--- src/rtl/redstone_pkg.sv ---
// Shared state encoding and default sizing for the redstone tick driver.
package redstone_pkg;

    localparam int DEF_NUM_INPUTS  = 9;
    localparam int DEF_NUM_OUTPUTS = 8;
    localparam int DEF_TICK_DIV    = 4;
    localparam int DEF_CNT_W       = 16;

    typedef enum logic [2:0] {
        IDLE    = 3'd0,
        SETUP   = 3'd1,
        TICK_HI = 3'd2,
        TICK_LO = 3'd3,
        DONE    = 3'd4
    } state_e;

endpackage

--- src/rtl/redstone_tick_phase.sv ---
// Phase counter within one tick period: runs 0..TICK_DIV-1 while enabled,
// held at 0 otherwise, and flags the final phase of the period.
module redstone_tick_phase
    import redstone_pkg::*;
#(
    parameter int TICK_DIV = DEF_TICK_DIV
) (
    input  logic i_clk,
    input  logic i_rst_n,
    input  logic i_run,
    output logic o_last
);

    localparam int PH_W = (TICK_DIV > 2) ? $clog2(TICK_DIV) : 1;
    localparam logic [PH_W-1:0] PH_LAST = PH_W'(TICK_DIV - 1);

    logic [PH_W-1:0] phase_q;
    logic [PH_W-1:0] phase_d;

    assign o_last = (phase_q == PH_LAST);

    always_comb begin
        phase_d = phase_q;
        if (!i_run || o_last) begin
            phase_d = '0;
        end else begin
            phase_d = phase_q + PH_W'(1);
        end
    end

    always_ff @(posedge i_clk or negedge i_rst_n) begin
        if (!i_rst_n) begin
            phase_q <= '0;
        end else begin
            phase_q <= phase_d;
        end
    end

endmodule

--- src/rtl/redstone_tick_driver.sv ---
// Drives a compiled redstone block: applies a stimulus, issues a requested
// number of torch-clock ticks, then captures the block outputs.
module redstone_tick_driver
    import redstone_pkg::*;
#(
    parameter int NUM_INPUTS  = DEF_NUM_INPUTS,
    parameter int NUM_OUTPUTS = DEF_NUM_OUTPUTS,
    parameter int TICK_DIV    = DEF_TICK_DIV,
    parameter int CNT_W       = DEF_CNT_W,
    localparam int OUT_W      = NUM_OUTPUTS + 1
) (
    input  logic                  i_clk,
    input  logic                  i_rst_n,
    input  logic                  i_start,
    input  logic [CNT_W-1:0]      i_ticks,
    input  logic [NUM_INPUTS-1:0] i_in_data,
    input  logic                  i_abort,
    output logic                  o_ready,
    output logic                  o_busy,
    output logic                  o_done,
    output logic [OUT_W-1:0]      o_out_data,
    output logic                  o_tick,
    output logic [NUM_INPUTS-1:0] o_rs_inputs,
    input  logic [OUT_W-1:0]      i_rs_outputs,
    output logic [CNT_W-1:0]      o_tick_total
);

    state_e                state_q, state_d;
    logic [CNT_W-1:0]      rem_q, rem_d;
    logic [CNT_W-1:0]      total_q, total_d;
    logic [NUM_INPUTS-1:0] rs_in_q, rs_in_d;
    logic [OUT_W-1:0]      out_q, out_d;
    logic                  tick_q, tick_d;
    logic                  done_q, done_d;
    logic                  busy_q, busy_d;
    logic                  ready_q, ready_d;
    logic                  phase_run;
    logic                  phase_last;

    assign phase_run = (state_q == TICK_HI) || (state_q == TICK_LO);

    redstone_tick_phase #(
        .TICK_DIV (TICK_DIV)
    ) u_phase (
        .i_clk   (i_clk),
        .i_rst_n (i_rst_n),
        .i_run   (phase_run),
        .o_last  (phase_last)
    );

    always_comb begin
        state_d = state_q;
        rem_d   = rem_q;
        total_d = total_q;
        rs_in_d = rs_in_q;
        out_d   = out_q;
        case (state_q)
            IDLE: begin
                if (i_start) begin
                    rs_in_d = i_in_data;
                    rem_d   = i_ticks;
                    state_d = SETUP;
                end
            end
            SETUP: begin
                if (i_abort) begin
                    state_d = IDLE;
                end else if (rem_q != '0) begin
                    state_d = TICK_HI;
                end else begin
                    out_d   = i_rs_outputs;
                    state_d = DONE;
                end
            end
            TICK_HI: begin
                // The tick is already on the wire, so it counts even if aborted now.
                rem_d   = rem_q - CNT_W'(1);
                total_d = total_q + CNT_W'(1);
                state_d = i_abort ? IDLE : TICK_LO;
            end
            TICK_LO: begin
                if (i_abort) begin
                    state_d = IDLE;
                end else if (phase_last) begin
                    if (rem_q == '0) begin
                        out_d   = i_rs_outputs;
                        state_d = DONE;
                    end else begin
                        state_d = TICK_HI;
                    end
                end
            end
            DONE: begin
                state_d = IDLE;
            end
            default: begin
                state_d = IDLE;
            end
        endcase

        // Outputs are decoded from the next state so they leave flops glitch-free.
        tick_d  = (state_d == TICK_HI);
        done_d  = (state_d == DONE);
        busy_d  = (state_d == SETUP) || (state_d == TICK_HI) || (state_d == TICK_LO);
        ready_d = (state_d == IDLE);
    end

    always_ff @(posedge i_clk or negedge i_rst_n) begin
        if (!i_rst_n) begin
            state_q <= IDLE;
            rem_q   <= '0;
            total_q <= '0;
            rs_in_q <= '0;
            out_q   <= '0;
            tick_q  <= 1'b0;
            done_q  <= 1'b0;
            busy_q  <= 1'b0;
            ready_q <= 1'b1;
        end else begin
            state_q <= state_d;
            rem_q   <= rem_d;
            total_q <= total_d;
            rs_in_q <= rs_in_d;
            out_q   <= out_d;
            tick_q  <= tick_d;
            done_q  <= done_d;
            busy_q  <= busy_d;
            ready_q <= ready_d;
        end
    end

    assign o_ready      = ready_q;
    assign o_busy       = busy_q;
    assign o_done       = done_q;
    assign o_out_data   = out_q;
    assign o_tick       = tick_q;
    assign o_rs_inputs  = rs_in_q;
    assign o_tick_total = total_q;

endmodule
--- config.mk ---
export PLATFORM = sky130hd
export DESIGN_NAME = redstone_tick_driver
export DESIGN_NICKNAME = d
export VERILOG_FILES = /design/src/rtl/redstone_pkg.sv /design/src/rtl/redstone_tick_phase.sv /design/src/rtl/redstone_tick_driver.sv
export SDC_FILE = /design/constraint.sdc
export NUM_CORES = 1
export LEC_CHECK = 0
export BUFFER_PORTS_ARGS = -buffer_cell sky130_fd_sc_hd__buf_4
export CORE_MARGIN = 4
export CORE_UTILIZATION = 47
export DETAILED_ROUTE_END_ITERATION = 10
export PLACE_DENSITY = 0.8
export SETUP_SLACK_MARGIN = 0.2
export SYNTH_ARGS = -nofsm -noshare
export SYNTH_HDL_FRONTEND = slang
export SYNTH_SLANG_ARGS = --single-unit
export TNS_END_PERCENT = 1
--- constraint.sdc ---
create_clock -name i_clk -period 2.2 [get_ports i_clk]
set_input_delay 0.11 -clock i_clk [delete_from_list [all_inputs] [get_ports i_clk]]
set_output_delay 0.11 -clock i_clk [all_outputs]
set_load 0.02 [all_outputs]
== After elaboration in Yosys (flattened, before gate mapping) ==
Cells that the tools add are included.

* Flip-flop bits (word level): 59
* Bits in latches: 0
* RAM bits: 0
* ROM bits: 0
* Output and inout bits: 38
* Logic and storage cells: 58
* Memories kept: 0

* Add/sub/neg operators: 3
* Multipliers: 0
* Divide/modulo/power cells: 0
* $lt $le $gt $ge: 0
* Equality and inequality tests: 14
* Shift operators: 0
* Muxes and demuxes: 17
* Bitwise logic cells: 0
* Reductions and logical operators: 14

{| class="wikitable"
|+ Operators by type and width
! kind !! count
|-
| two-way mux 9 bit || 5
|-
| one-hot mux 16 bit (2 select lines) || 1
|-
| two-way mux 3 bit || 6
|-
| one-hot mux 9 bit (2 select lines) || 1
|-
| adder 16 x 1 -> 16 bit, second input constant || 1
|-
| zero test 16 bit || 1
|-
| two-way mux 16 bit || 1
|-
| nonzero test 16 bit || 1
|-
| subtractor 16 x 1 -> 16 bit, second input constant || 1
|-
| == test 3 x 2 -> 1 bit, second input constant || 4
|-
| one-hot mux 3 bit (4 select lines) || 1
|-
| != test 2 bit, second input constant || 4
|-
| == test 3 x 1 -> 1 bit, second input constant || 2
|-
| zero test 3 bit || 2
|-
| AND reduction 6 bit || 1
|-
| logical OR 1 bit || 4
|-
| two-way mux 2 bit || 2
|-
| != test 2 x 1 -> 1 bit, second input constant || 2
|-
| AND reduction 2 bit || 2
|-
| nonzero test 2 bit || 2
|-
| == test 3 bit, second input constant || 1
|-
| adder 2 x 1 -> 2 bit, second input constant || 1
|-
| == test 2 bit, second input constant || 1
|-
| zero test 1 bit || 1
|}

== Depth between registers and ports, before layout ==
Gate-level depths: netlist of run 1.

* Depth after elaboration: 8
* Mapped depth: 7

== Hierarchy ==
Synthesis of run 1 repeated with hierarchy kept, for this count alone.

* Cells, all modules: 260
* Area, all modules: 2773.9 sq um

{| class="wikitable"
|+ Modules (own cells, without submodules)
! module !! times used !! cells an instance !! area an instance (sq um) !! seq. area each (sq um)
|-
| redstone_tick_driver || 1 || 255 || 2690.1 || 1427.6
|-
| redstone_tick_phase || 1 || 5 || 83.8 || 50.0
|}

== Least setup slack after synthesis of run 1 ==
OpenSTA, ideal clock, no wires.

* Kind: reg-to-reg
* Start point: register rem_q[10]
* End point: register out_q[2] (netlist: o_out_data[2])
* Library setup time: 0.125 ns
* Arrival: 2.001 ns
* Path slack: 0.074 ns
* Cell stages (with the launch flop): 6
* Period minus slack after synthesis: 2.126 ns
* Path through: dfrtp_1 > or4_4 > or3_4 > nor3_4 > buf_6 > mux2_2

* Word-level cells in the longest chain between the ends: 3
* Elaborated cells between the ends (all ways): 5

{| class="wikitable"
|+ Ends and longest elaborated chain
! what !! RTL line !! source
|-
| from (decl) || redstone_tick_driver.sv:29 || <nowiki>logic [CNT_W-1:0] rem_q, rem_d;</nowiki>
|-
| from (signal assigned) || redstone_tick_driver.sv:121 || <nowiki>rem_q <= rem_d;</nowiki>
|-
| nonzero test 16 bit / zero test 16 bit (equally long branches) || redstone_tick_driver.sv:68, redstone_tick_driver.sv:85 ||
|-
| != test 2 bit (no source line) / != test 2 x 1 -> 1 bit (equally long branches) || n/a ||
|-
| AND reduction 6 bit (no source line) (*) || n/a ||
|-
| to (signal assigned) || redstone_tick_driver.sv:124 || <nowiki>out_q <= out_d;</nowiki>
|-
| to (decl) || redstone_tick_driver.sv:32 || <nowiki>logic [OUT_W-1:0] out_q, out_d;</nowiki>
|}

Every way passes the cells marked *; elsewhere a longest branch is shown, timed or not.
A chain may end at the register's enable or synchronous reset.

== Worst setup path in the final report of run 1 ==
* Start point: register rem_q[10]
* End point: register out_q[3] (netlist: o_out_data[3])

The elaborated chain is that of the path after synthesis.

==> flow_summary.ini, run 1 <==
[clock_network]
clock_latency_ps = 340
clk_path_buf_depth = 2
h-tree-depth = 3
cts.clk_slew.worst_paths_ps = 70
clock_sinks = 59
cts_tree = yes
numCtsBuffers = 9
cts-root-buf = clkbuf_8

[floorplan]
ios = 76
dieArea_sq_mm = 0.00716
num_rows = 27
die_x_um = 84.6
design.core.area_sq_mm = 0.00561
initial_core_util_pct = 49.2
die_h_um = 84.6

[timing]
fin_crit_ps = 2080
worst_slew_pin_slew_ps = 726
slew_headroom_pct = 51.6
setup_viol_count_final = 0
fin_worst_skew_ps = 8.45
max_freq_ghz = 0.482
rsz0062_at_grt = yes
min_period_over_period_pct = 94.4
hold_viol = 0
report.final.slew_viol_count = 0
tns_ps = 0

[logic_synthesis]
yosysWarnings = 0
synth_async_sr_flop_share_pct = 100
synthesis.nets = 309
netlist_top_cells_area = dfrtp_1 (53%), nand2_1 (6.8%), mux2_2 (3.7%), xnor2_1 (2.9%), nand3_1 (2.2%)
yosysMostFrequentCell = dfrtp_1
syn_avg_cell_area_sq_um = 10.3
synth_ff_type = dfrtp_1
ys_seq_elements = 59
synth_top_area_share_pct = 52.6
yosysSeqAreaShare_pct = 53.5
synth_area_leader_cell = dfrtp_1
netlist_instances = 268
synth_common_cells = dfrtp_1 (58), nand2_1 (50), nor2_1 (15), nand3_1 (12)
syn_area_sq_mm = 0.00276
synth-edff-count = 0
yosysUniqueCellTypes = 52

[global_routing]
grt_use_total_pct = 19.1
grt_max_degree = 60
grt_overflow = 0
antenna_found_initial = 0
grt_first_pass_wirelength_um = 11000
grt_pass1_vias = 2416

[hold_path]
hold_path_class = in -> reg
hold_depth = 2

[setup_path]
critical_path_arrival_ps = 2290
slowest_stage = or4_4
crit_required_ps = 2420
critPathLaunchType = register
crit_buf_inv = 1
end_kind = register
setup.worst_path.class = reg -> reg
cpPeakStageDelay_ps = 560
worstPathMaxFanout = 12
rr_worst_depth = 5
path_depth = 5
cp_cell_sequence = or4_4, or3_4, nor3_4, buf_12, mux2_2
crit_family = simple AND/OR/NAND/NOR gates

[route]
drc_errors = 0
vias = 2411
antenna_left = 0
firstDrtPassIters = 4
routedWlPerCell_um = 14.7
vias_per_cell = 5.38
routed_wirelength_um = 6590
drtIter0Drc = 93

[finish]
fin_cells = 448
syn_to_final_growth_pct = 40.8
drive_gt1_share_pct = 32.4
fillCellCount = 456
diodes = 0
nets = 412

[power_and_ir_drop]
leakage_nw = 1.88
ir_drop_uv = 660
powerDensity_mw_per_mm2 = 956

[place]
place_hpwl_um = 4340
placedCellCount = 408
port_buffers = 75
place.gp.congestion = 0.771

[run_status]
status = complete, no violations

[run]
drv_cap = 0
[metrics by stage]
step                setup WS [ps]  total power, mW  hold WS, ps  util, %  cell area (sq um)
floorplan                     124             2.13         -186        -               2760
global route                 55.8             3.92         2.49     69.3               3890
global placement              150             2.51          219     60.8               3410
detailed placement           78.1             2.54          221     60.8               3410
finish                        124             3.71         14.1     69.3               3890
CTS                           113             3.73         5.37     69.2               3880
[area by class of cell]
class	count	area, sq um	share of cell area [%]
Sequential cell	59	1480	38.0
Multi-Input combinational cell	192	1220	31.4
Timing Repair Buffer	104	851	21.9
Clock buffer	12	155	3.99
Tap cell	72	90.1	2.32
Clock inverter	4	72.6	1.87
Inverter	5	18.8	0.483
[report_power, final]
part | internal, mW | switching, mW
sequential | 1.31 | 0.245
combinational | 0.488 | 0.552
clock | 0.698 | 0.426
total | 2.49 | 1.22
[registers in the layout (all words and copies together) (netlist names)]
| signal | cells |
|---|---|
| o_tick | 1 |
| rem_q | 16 |
| o_out_data | 9 |
| o_ready | 1 |
| state_q | 3 |
| o_busy | 1 |
| o_done | 1 |
| o_rs_inputs | 9 |
| o_tick_total | 16 |
| u_phase.phase_q | 2 |
[what timing repair did]
item,CTS,global route
hold endpoints to repair,80,0
endpoints found under the setup margin,9,12
setup buffers,1,0
hold buffers,23,0
resized for setup,1,1
[cell families after synthesis]
logic type	after synthesis	share of synthesized area, %
AND/OR/NAND/NOR	128	24.1
AO/OA/AOI/OAI	35	9.11
adder cells (fa/ha/maj)	3	1.36
flip-flops	59	53.5
multiplexers	11	4.40
buffers and inverters	17	2.77
XOR/XNOR	15	4.76
[placed cells by master (no fill, tap or decap), types with 5 or more instances in the layout]
| master | Yosys | layout |
|---|---|---|
| buf_4 | 1 | 80 |
| clkbuf_8 | 0 | 11 |
| dfrtp_1 | 58 | 58 |
| dlygate4sd3_1 | 0 | 23 |
| inv_1 | 5 | 5 |
| mux2_2 | 9 | 9 |
| nand2_1 | 50 | 50 |
| nand3_1 | 12 | 11 |
| nand4_1 | 8 | 8 |
| nor2_1 | 15 | 15 |
| nor3_1 | 9 | 9 |
| nor4_1 | 5 | 5 |
| o21ai_0 | 8 | 8 |
| xnor2_1 | 9 | 9 |
| xor2_1 | 6 | 6 |
[worst register-to-register path, stage by stage, from the launching register on]
cell	delay, ps
dfrtp_1	370
or4_4	560
or3_4	380
nor3_4	160
buf_12	160
mux2_2	330
[final timing paths]
path / start / end / slack (ps)
min reg2reg: u_phase.phase_q[0]$_DFF_PN0_ / u_phase.phase_q[0]$_DFF_PN0_ / 440
max reg2reg: rem_q[10]$_DFFE_PN0P_ / o_out_data[3]$_DFFE_PN0P_ / 120
min in group asynchronous: i_rst_n / rem_q[4]$_DFFE_PN0P_ / 380
max in group asynchronous: i_rst_n / o_rs_inputs[7]$_DFFE_PN0P_ / 1340
max: rem_q[10]$_DFFE_PN0P_ / o_out_data[3]$_DFFE_PN0P_ / 120
min: i_rs_outputs[8] / o_out_data[8]$_DFFE_PN0P_ / 10
[layer usage]
layer / routed length [um] / global-route usage, % / vias up
li1: - / - / 1158
met1: 2780 / 23.4 / 1159
met2: 3270 / 31.0 / 77
met3: 347 / 4.02 / 17
met4: 191 / 11.1 / 0
met5: 0 / 0 / -
Power figures use the tool's default switching activity.
==> inputs of run 2 (changes only) <==
- BUFFER_PORTS_ARGS: -buffer_cell sky130_fd_sc_hd__buf_4 -> -buffer_cell sky130_fd_sc_hd__buf_2
==> flow_summary.ini, run 2 (same netlist as run 1, synthesis figures left out) <==
[hold_path]
hold_path_class = in -> reg
hold_depth = 2
hp-start = i_rs_outputs[6]
min_to = o_out_data[6]$_DFFE_PN0P_

[route]
drc_errors = 0
vias = 2447
drtIter0Drc = 137
routed_wirelength_um = 6790
firstDrtPassIters = 4
antenna_left = 0
vias_per_cell = 5.40
routedWlPerCell_um = 15.0

[power_and_ir_drop]
total_power_mw = 3.52
leakage_nw = 1.85
powerDensity_mw_per_mm2 = 950
ir_drop_uv = 474

[floorplan]
die_h_um = 84.6
initial_core_util_pct = 49.2
die_x_um = 84.6
ios = 76
num_rows = 27
dieArea_sq_mm = 0.00716
design.core.area_sq_mm = 0.00561

[timing]
setup_viol_count_final = 0
tns_ps = 0
max_freq_ghz = 0.478
min_period_over_period_pct = 95.2
hold_viol = 0
final.setup.worst_slack_ps = 106
fin_crit_ps = 2090
fin_worst_skew_ps = 4.47
rsz0062_at_grt = yes
slew_headroom_pct = 52.8
worst_slew_pin_slew_ps = 707
report.final.slew_viol_count = 0

[setup_path]
rr_startpoint = rem_q[11]$_DFFE_PN0P_
reg2reg_to = o_out_data[1]$_DFFE_PN0P_
worstPathMaxFanout = 10
startpoint = rem_q[11]$_DFFE_PN0P_
critical_path_arrival_ps = 2320
rr_worst_depth = 5
end_kind = register
setup.worst_path.class = reg -> reg
critPathLaunchType = register
reg2reg_slack_ps = 110
crit_required_ps = 2430

[clock_network]
clock_sinks = 59
cts_tree = yes
numCtsBuffers = 9
cts.clk_slew.worst_paths_ps = 60
h-tree-depth = 3
clk_path_buf_depth = 2
cts-root-buf = clkbuf_8
clock_latency_ps = 340

[global_routing]
antenna_found_initial = 0
grt_max_degree = 34
grt_pass1_vias = 2433
grt_use_total_pct = 19.7
grt_first_pass_wirelength_um = 11400
grt_overflow = 0

[finish]
final_cell_mix = buf_2 (75), dfrtp_1 (58), nand2_1 (50)
fin_util_pct = 66.1
syn_to_final_growth_pct = 34.3
diodes = 0
drive_gt1_share_pct = 32.8
nets = 417
final_common_cell = buf_2
fillCellCount = 464

[place]
dp_slack_ps = 51.0
place.gp.congestion = 0.775
place_hpwl_um = 4600
port_buffers = 75

[run]
drv_cap = 0

[run_status]
status = complete, no violations
==> run 2: changes by cell type in the layout (fill, tap and decap cells not counted) <==
| cell | change |
|---|---|
| buf_2 | +75 |
| bufinv_16 | -1 |
| clkinvlp_4 | -1 |
| clkbuf_1 | +2 |
| buf_4 | -70 |
==> run 2: critical path: stages (launching register included) <==
cell and delay, ps:
dfrtp_1 400, or4_4 540, or3_4 380, nor3_4 160, buf_12 150, mux2_2 330
==> run 2: cell type report <==
class / count / area, sq um / share of cell area (%)
clock buffers: 14 / 163 / 4.39
clock inverters: 2 / 35.0 / 0.945
flip-flops and latches: 59 / 1480 / 39.9
multi-input cells: 192 / 1220 / 33.0
repair buffers: 109 / 701 / 18.9
well taps: 72 / 90.1 / 2.43
inverters: 5 / 18.8 / 0.506
==> run 2: stage by stage <==
stage	cell area (sq um)	hold slack, ps	instances
after detailed placement	3250	217	412
after global routing	3710	5.92	453
after global placement	3250	208	412
after CTS	3690	2.79	452
after floorplan	2760	-186	268
final	3710	7.94	453
==> run 2: worst max path at each step <==
stage	end	slack, ps	cells past startpoint
after floorplan	o_out_data[2]$_DFFE_PN0P_	120	5
after global placement	o_out_data[3]$_DFFE_PN0P_	140	7
after detailed placement	o_out_data[1]$_DFFE_PN0P_	50	7
after CTS	o_out_data[1]$_DFFE_PN0P_	100	5
after global routing	o_out_data[1]$_DFFE_PN0P_	50	5
final	o_out_data[1]$_DFFE_PN0P_	110	5
==> run 2: layer usage <==
layer	part of all wire (%)	vias to the layer above	global-route usage, %
met3	7.5	10	4.91
met2	50	103	33.1
met1	41	1157	24.0
met5	0	-	0
met4	1.5	0	8.35
li1	-	1177	-
==> run 2: repair_timing <==
item,CTS,global route
resized for setup,1,1
pin swaps,0,0
setup endpoints to repair,9,12
endpoints found under the hold margin,52,0
hold buffers,23,0
setup buffers,1,1
==> run 2: report_power, final <==
part           switching [mW]  internal (mW)
Clock                   0.419          0.585
Sequential              0.237           1.31
Combinational           0.557          0.418
